$ cat src/rtl/uart_frame_ctrl.sv
`default_nettype none
// ============================================================================
// Module   : uart_frame_ctrl
// Purpose  : Parses SOF/ADDR/LEN/payload/CHK frames from a UART byte receiver
//            and commits checksum-verified payload to a register-write port.
// Revision : 1.0 - initial release
// ============================================================================
module uart_frame_ctrl #(
  parameter logic [7:0] SOF          = 8'hA5,
  parameter int         MAX_LEN      = 16,
  parameter int         TIMEOUT_CLKS = 8680
) (
  input  logic       clk,
  input  logic       rstn,
  input  logic       rx_valid,
  input  logic [7:0] rx_data,
  output logic       wr_en,
  output logic [7:0] wr_addr,
  output logic [7:0] wr_data,
  output logic       busy,
  output logic       frame_ok,
  output logic       err_chk,
  output logic       err_len,
  output logic       err_timeout
);

  localparam int c_IDX_W  = $clog2(MAX_LEN + 1);
  localparam int c_BUF_AW = (MAX_LEN > 1) ? $clog2(MAX_LEN) : 1;
  localparam int c_TCNT_W = (TIMEOUT_CLKS > 1) ? $clog2(TIMEOUT_CLKS) : 1;
  localparam logic [c_TCNT_W-1:0] c_TCNT_LAST = c_TCNT_W'(TIMEOUT_CLKS - 1);
  localparam logic [7:0]          c_MAX_LEN   = 8'(MAX_LEN);

  typedef enum logic [2:0] {
    S_IDLE  = 3'd0,
    S_ADDR  = 3'd1,
    S_LEN   = 3'd2,
    S_DATA  = 3'd3,
    S_CHK   = 3'd4,
    S_WRITE = 3'd5
  } state_t;

  state_t               r_state, w_state_nx;
  logic [7:0]           r_addr, w_addr_nx;
  logic [7:0]           r_len, w_len_nx;
  logic [7:0]           r_chk, w_chk_nx;
  logic [c_IDX_W-1:0]   r_idx, w_idx_nx, w_idx_inc;
  logic [c_TCNT_W-1:0]  r_tcnt, w_tcnt_nx;
  logic [7:0]           r_buf [MAX_LEN];
  logic                 w_buf_we;

  logic       r_wr_en, w_wr_en_nx;
  logic [7:0] r_wr_addr, w_wr_addr_nx;
  logic [7:0] r_wr_data, w_wr_data_nx;
  logic       r_busy;
  logic       r_frame_ok, w_frame_ok_nx;
  logic       r_err_chk, w_err_chk_nx;
  logic       r_err_len, w_err_len_nx;
  logic       r_err_timeout, w_err_timeout_nx;

  assign w_idx_inc = r_idx + c_IDX_W'(1);

  always_comb begin
    w_state_nx       = r_state;
    w_addr_nx        = r_addr;
    w_len_nx         = r_len;
    w_chk_nx         = r_chk;
    w_idx_nx         = r_idx;
    w_tcnt_nx        = '0;
    w_buf_we         = 1'b0;
    w_wr_en_nx       = 1'b0;
    w_wr_addr_nx     = 8'h00;
    w_wr_data_nx     = 8'h00;
    w_frame_ok_nx    = 1'b0;
    w_err_chk_nx     = 1'b0;
    w_err_len_nx     = 1'b0;
    w_err_timeout_nx = 1'b0;

    case (r_state)
      S_IDLE: begin
        if (rx_valid && (rx_data == SOF)) w_state_nx = S_ADDR;
      end
      S_ADDR, S_LEN, S_DATA, S_CHK: begin
        // A byte on the terminal cycle takes priority over the timeout.
        if (rx_valid) begin
          case (r_state)
            S_ADDR: begin
              w_addr_nx  = rx_data;
              w_chk_nx   = rx_data;
              w_state_nx = S_LEN;
            end
            S_LEN: begin
              w_len_nx = rx_data;
              w_chk_nx = r_chk ^ rx_data;
              w_idx_nx = '0;
              if (rx_data > c_MAX_LEN) begin
                w_err_len_nx = 1'b1;
                w_state_nx   = S_IDLE;
              end else if (rx_data == 8'h00) begin
                w_state_nx = S_CHK;
              end else begin
                w_state_nx = S_DATA;
              end
            end
            S_DATA: begin
              w_buf_we = 1'b1;
              w_chk_nx = r_chk ^ rx_data;
              w_idx_nx = w_idx_inc;
              if (8'(w_idx_inc) == r_len) w_state_nx = S_CHK;
            end
            default: begin
              if (rx_data != r_chk) begin
                w_err_chk_nx = 1'b1;
                w_state_nx   = S_IDLE;
              end else if (r_len == 8'h00) begin
                w_frame_ok_nx = 1'b1;
                w_state_nx    = S_IDLE;
              end else begin
                // First write is issued straight from the checksum byte.
                w_wr_en_nx    = 1'b1;
                w_wr_addr_nx  = r_addr;
                w_wr_data_nx  = r_buf[0];
                w_frame_ok_nx = (r_len == 8'h01);
                w_idx_nx      = c_IDX_W'(1);
                w_state_nx    = S_WRITE;
              end
            end
          endcase
        end else if (r_tcnt == c_TCNT_LAST) begin
          w_err_timeout_nx = 1'b1;
          w_state_nx       = S_IDLE;
        end else begin
          w_tcnt_nx = r_tcnt + c_TCNT_W'(1);
        end
      end
      S_WRITE: begin
        if (8'(r_idx) == r_len) begin
          w_state_nx = S_IDLE;
        end else begin
          w_wr_en_nx    = 1'b1;
          w_wr_addr_nx  = r_addr + 8'(r_idx);
          w_wr_data_nx  = r_buf[r_idx[c_BUF_AW-1:0]];
          w_frame_ok_nx = (8'(w_idx_inc) == r_len);
          w_idx_nx      = w_idx_inc;
        end
      end
      default: w_state_nx = S_IDLE;
    endcase
  end

  always_ff @(posedge clk or negedge rstn) begin
    if (!rstn) begin
      r_state       <= S_IDLE;
      r_addr        <= 8'h00;
      r_len         <= 8'h00;
      r_chk         <= 8'h00;
      r_idx         <= '0;
      r_tcnt        <= '0;
      r_wr_en       <= 1'b0;
      r_wr_addr     <= 8'h00;
      r_wr_data     <= 8'h00;
      r_busy        <= 1'b0;
      r_frame_ok    <= 1'b0;
      r_err_chk     <= 1'b0;
      r_err_len     <= 1'b0;
      r_err_timeout <= 1'b0;
    end else begin
      r_state       <= w_state_nx;
      r_addr        <= w_addr_nx;
      r_len         <= w_len_nx;
      r_chk         <= w_chk_nx;
      r_idx         <= w_idx_nx;
      r_tcnt        <= w_tcnt_nx;
      r_wr_en       <= w_wr_en_nx;
      r_wr_addr     <= w_wr_addr_nx;
      r_wr_data     <= w_wr_data_nx;
      r_busy        <= (w_state_nx != S_IDLE);
      r_frame_ok    <= w_frame_ok_nx;
      r_err_chk     <= w_err_chk_nx;
      r_err_len     <= w_err_len_nx;
      r_err_timeout <= w_err_timeout_nx;
    end
  end

  always_ff @(posedge clk) begin
    if (w_buf_we) r_buf[r_idx[c_BUF_AW-1:0]] <= rx_data;
  end

  assign wr_en       = r_wr_en;
  assign wr_addr     = r_wr_addr;
  assign wr_data     = r_wr_data;
  assign busy        = r_busy;
  assign frame_ok    = r_frame_ok;
  assign err_chk     = r_err_chk;
  assign err_len     = r_err_len;
  assign err_timeout = r_err_timeout;

endmodule
`default_nettype wire

$ cat config.mk
export PLATFORM = sky130hd
export DESIGN_NAME = uart_frame_ctrl
export DESIGN_NICKNAME = d
export VERILOG_FILES = /design/src/rtl/uart_frame_ctrl.sv
export SDC_FILE = /design/constraint.sdc
export NUM_CORES = 1
export LEC_CHECK = 0
export ABC_AREA = 0
export BUFFER_PORTS_ARGS = -buffer_cell sky130_fd_sc_hd__buf_2
export CORE_UTILIZATION = 61
export DETAILED_ROUTE_END_ITERATION = 7
export PLACE_DENSITY = 0.85
export SYNTH_ARGS = -nofsm -noshare
export SYNTH_HDL_FRONTEND = slang
export SYNTH_SLANG_ARGS = --single-unit
$ cat constraint.sdc
create_clock -name clk -period 3.1 [get_ports clk]
set_input_delay 0.31 -clock clk [delete_from_list [all_inputs] [get_ports clk]]
set_output_delay 0.31 -clock clk [all_outputs]
set_load 0.03 [all_outputs]
# Yosys cells after proc, flatten, opt, wreduce, memory -nomap -nowiden
# Memories as Yosys holds them, arrays and structs flattened.
# Cells that the tools add are included.
dict set report totals {
  reg_bits 68
  ramBits 128
  input_bits 11
  output_inout_bits 22
  n_memories 1
}
# memory words word_bits read_ports rd_clocked_by_memory_dff wr line
set mem_list {}
lappend mem_list {r_buf 16 8 2 0 1 48} ;# logic [7:0] r_buf [MAX_LEN];
dict set report classes {
  n_addsub 3
  magnitude_cmp 1
  eq_ne 16
  n_mux 61
  bitwise_logic 1
  n_reduce_logical 14
}
# operator count
set ops {}
lappend ops {{$mux W8} 10}
lappend ops {{$pmux W8 S2} 3}
lappend ops {{$mux W14} 3}
lappend ops {{$mux W3} 9}
lappend ops {{$mux W1} 26}
lappend ops {{$mux W5} 4}
lappend ops {{$pmux W3 S3} 2}
lappend ops {{$eq A5 B8 Y1} 2}
lappend ops {{$logic_not A8 Y1} 2}
lappend ops {{$pmux W5 S3} 1}
lappend ops {{$add A14 B1 Y14 const B} 1}
lappend ops {{$eq A14 B14 Y1 const B} 1}
lappend ops {{$pmux W5 S2} 1}
lappend ops {{$reduce_and A3 Y1} 3}
lappend ops {{$add A8 B5 Y8} 1}
lappend ops {{$eq A8 B1 Y1 const B} 1}
lappend ops {{$eq A8 B8 Y1 const B} 1}
lappend ops {{$gt A8 B5 Y1 const B} 1}
lappend ops {{$ne A4 B4 Y1 const B} 2}
lappend ops {{$ne A8 B8 Y1} 1}
lappend ops {{$xor A8 B8 Y8} 1}
lappend ops {{$eq A3 B2 Y1 const B} 2}
lappend ops {{$eq A3 B3 Y1 const B} 2}
lappend ops {{$ne A2 B2 Y1 const B} 3}
lappend ops {{other kinds (11)} 13}

# Depth between registers and ports, before layout
dict set report logic_depth {
  word_depth 7
  mapped_depth 10
}

# Worst setup path before layout
# No wires, ideal clock.
dict set report synth_timing {
  path_type {register to register}
  startpoint {register r_idx[1]}
  endpoint {register r_busy, in the netlist busy}
  setup_ns 0.150
  arrival_time_ns 2.522
  t_required_ns 2.950
  slack_ns 0.428
  path_stages_with_launch 10
  synth_period_minus_slack_ns 2.672
  cell_sequence {dfrtp_1 > clkbuf_1 > buf_1 > inv_1 > ha_1 > xnor2_1 > nand3_1 > or4_1 > a21oi_1 > o2111ai_1}
}
dict set report synth_via {
  elab_chain_cells 7
}
# element line
set synth_rtl {}
lappend synth_rtl {{start: declaration} 46} ;# logic [c_IDX_W-1:0] r_idx, w_idx_nx, w_idx_inc;
lappend synth_rtl {{start signal: assignment} 171} ;# r_idx <= w_idx_nx;
lappend synth_rtl {{$add A5 B1 Y5} 60} ;# assign w_idx_inc = r_idx + c_IDX_W'(1);
lappend synth_rtl {{$eq A5 B8 Y1} 108} ;# if (8'(w_idx_inc) == r_len) w_state_nx = S_CHK;
lappend synth_rtl {{$mux W3} 108}
lappend synth_rtl {{$pmux W3 S3} 85} ;# case (r_state)
lappend synth_rtl {{$mux W3} 84} ;# if (rx_valid) begin
lappend synth_rtl {{$pmux W3 S3 (*)} 78} ;# case (r_state)
lappend synth_rtl {{$reduce_bool A3 Y1 (*)} 176} ;# r_busy <= (w_state_nx != S_IDLE);
lappend synth_rtl {{end signal: assignment} 176}
lappend synth_rtl {{end: declaration} 54} ;# logic r_busy;
# Every way passes the cells marked *; elsewhere a longest branch is shown, timed or not.
# A chain may end at the register's enable or synchronous reset.

# Worst setup path after layout
dict set report layout_timing {
  startpoint {register r_idx[0]}
  endpoint {register r_wr_data[4], in the netlist wr_data[4]}
}
dict set report layout_via {
  elab_chain_cells 3
}
# element line
set layout_rtl {}
lappend layout_rtl {{$mem_v2 Z16 W8 / $eq A5 B8 Y1 (equally long branches)} n/a}
lappend layout_rtl {{$mux W8 (*)} 136} ;# if (8'(r_idx) == r_len) begin
lappend layout_rtl {{$pmux W8 S2 (*)} 78}
lappend layout_rtl {{via w_wr_data_nx[4]} 53} ;# logic [7:0] r_wr_data, w_wr_data_nx;
lappend layout_rtl {{end signal: assignment} 175} ;# r_wr_data <= w_wr_data_nx;
lappend layout_rtl {{end: declaration} 53}
# Mark *: on every way through the listed nets, which the timed path passes. The rest lies on a longest branch.

==> results.md <==
* Max Transition Viols Final at 0
* Worst Path Buf+Inv at 1
* Number of I/O port buffers at 32
* CTS clk-pin slew, worst paths at 0.07 ns
* Fin crit share at 0.803
* R2r endpoint: wr_data[4]
* Vias in the first global route at 5072
* Setup Skew at 0.00770 ns
* Cell Rows at 42
* Min Tclk post-route at 2.49 ns
* Most frequent cells after synthesis: 128 x edfxtp_1, 68 x dfrtp_1, 40 x mux4_2
* Tightest Pin Transition at 0.794 ns
* Mapped Cells at 528
* Syn nets at 550
* N_diodes at 0
* Die height at 119 um
* Clock Path Buffers at 2
* Residual DRC at 0
* Critical path required time at 3.42 ns
* Die X at 119 um
* Final Hold Vio Count at 0
* GRT overflow at 0
* Worst r2r src: r_idx[0]
* Crit-path max cell delay at 0.60 ns
* Drt via density at 6.46
* Most common cell in the netlist: edfxtp_1
* WHS Endpoint: r_idx[0]
* DRT Pass-1 Iters at 7
* Layout cells sized above 1 at 0.264
* DP HPWL at 11700 um
* Total power at 0.00729 W
* DRT iter0 DRCs at 599
* Cell variety after synth at 51
* CP most frequent cell: mux4_2
* Synth Flop Type: edfxtp_1
* Worst-Skew Late Latency at 0.44 ns
* Num Clock Sinks at 196
* CTS H-tree depth at 4
* Final nets at 611
* Top delay family on crit path: multiplexers
* Startpoint Class: flop
* Crit path cell chain: buf_4, mux4_2, mux4_2, a22o_1
* Largest net degree at the start of global routing at 31
* Max-slew headroom at 0.471
* Hold Path Depth at 3
* Worst Setup End Kind: flop
* First-pass GRT wire length at 29600 um
* Synth top area share at 0.459
* Total CTS buffers at 17
* Synth warn at 0
* Synth area leader: edfxtp_1
* Total number of vias at 5028
* Power Density at 771 nW/um^2
* Die Area at 14200 um^2
* Yosys reg bits at 196
* Reg2Reg Depth at 4
* Hold path start: rx_valid
* Syn Std Cell Area at 8380 um^2
* RePlAce Congestion at 0.944
* Number of synthesized flops with an enable pin at 128
* Finished Cell Area at 9450 um^2
* I/O pins at 33
* Clock root buffer: clkbuf_16
* Initial Utilization at 0.630
* Total negative setup slack at 0 ns
* Max Cap Viol at 0
* Gr usage total at 0.293
* Leakage at 3.50 nW
* Post-synth ARST share at 0.347
* Area after DPL at 8900 um^2
* Hold WC Path Type: in -> reg
* Worst-path fanout max at 21
* Setup CP Type: reg -> reg
* Avg Inst Size Synth at 15.9 um^2
* Antenna violations before repair at 0
* Total core area at 13300 um^2
* WL per Instance at 24.6 um
* Critical-path top delay cell: mux4_2
* Sequential area share after synthesis at 0.662
* Outcome: finished clean
* Drt total wl at 19100 um
* Layout area overhead at 12.9%
* Critical Path AT at 2.81 ns
* Antenna Nets Post-Route at 0
* Unrepaired setup endpoints after global routing: false
* R2R Setup Slk at 0.61 ns
* # resized after CTS at 0
* Setup violations, final at 0
* Fmax achieved at 402 MHz
* TritonCTS clock tree: built
* Peak VDD IR at 0.427 mV
* Top cells by area, synth: edfxtp_1 46%, dfrtp_1 20%, mux4_2 11%, xor2_1 2.7%, mux2_2 2.2%
==> layout make-up <==
| type | instances | area (um^2) |
|---|---|---|
| Timing Repair Buffer | 64 | 403 |
| Tap cell | 176 | 220 |
| Inverter | 8 | 30.0 |
| Clock buffer | 17 | 425 |
| Clock inverter | 15 | 121 |
| Multi-Input combinational cell | 302 | 2710 |
| Fill cell | 774 | 3840 |
| Sequential cell | 196 | 5550 |
==> flip-flops by register name (all words and copies together), names as in the netlist <==
name,cells
busy,1
err_chk,1
err_len,1
err_timeout,1
frame_ok,1
r_addr,8
r_buf,128
r_chk,8
r_idx,5
r_len,8
r_state,3
r_tcnt,14
wr_addr,8
wr_data,8
wr_en,1
==> worst reg2reg max path, delay by kind of cell, from the launching register on <==
kind	cells	cell delay [ns]
muxes	2	1.12
DFF	1	0.59
buffers and inverters	1	0.47
AOI/OAI and AO/OA	1	0.20
==> where the power goes <==
group | leakage, nW | switching [W] | internal (W) | total, W
combinational | 1.19 | 0.00107 | 0.000882 | 0.00195
sequential | 2.04 | 0.000264 | 0.00304 | 0.00331
clock | 0.273 | 0.000981 | 0.00105 | 0.00203
total | 3.50 | 0.00232 | 0.00497 | 0.00729
==> metrics by stage <==
stage	hold slack, ns	cells	setup slack (ns)	util
finish	0.272	778	0.612	0.711
global placement	0.310	745	0.658	0.669
CTS	0.253	778	0.596	0.711
floorplan	0.0144	528	0.428	-
global route	0.297	778	0.455	0.711
detailed placement	0.309	745	0.589	0.669
==> worst max-delay path by stage <==
stage	start	endpoint	cells past startpoint
6_report	r_idx[0]	wr_data[4]	4
5_1_grt	r_idx[0]	busy	7
4_1_cts	r_idx[0]	wr_data[0]	4
3_5_place_dp	rx_data[1]	r_idx[3]	7
3_3_place_gp	rx_data[1]	r_idx[3]	7
2_1_floorplan	r_idx[1]	busy	9
==> cells by family (layout without fill, tap and decap cells) <==
family                   count (synthesis)  after routing  share of synthesized area
XOR/XNOR                                39             39                     0.0408
AO/OA/AOI/OAI                           62             62                     0.0527
multiplexers                            56             56                      0.129
adder cells (fa/ha/maj)                 11             11                     0.0173
buffers and inverters                   30            104                     0.0148
flip-flops                             196            196                      0.662
AND/OR/NAND/NOR                        134            134                     0.0833
==> placed cells by master (no fill, tap or decap), drive strengths merged, types with 9 or more instances in the layout <==
master,n
a21oi,12
nand2,38
mux4,40
clkinv,9
inv,14
xnor2,13
o21ai,14
edfxtp,128
dfrtp,68
nand3,13
a22o,11
ha,10
clkbuf,17
xor2,26
mux2,16
buf,63
nor2,31
==> timing repair <==
item                      CTS  global route
setup buffers               0             0
hold endpoints to repair   19             0
hold buffers                1             0
==> routing by layer <==
metal	vias up	GRT usage	share of wire
li1	2153	-	-
met1	2552	0.390	0.40
met2	287	0.461	0.50
met3	36	0.0738	0.084
met4	0	0.134	0.023
met5	-	0	0
Note: power is estimated with default switching activity, not from simulation.
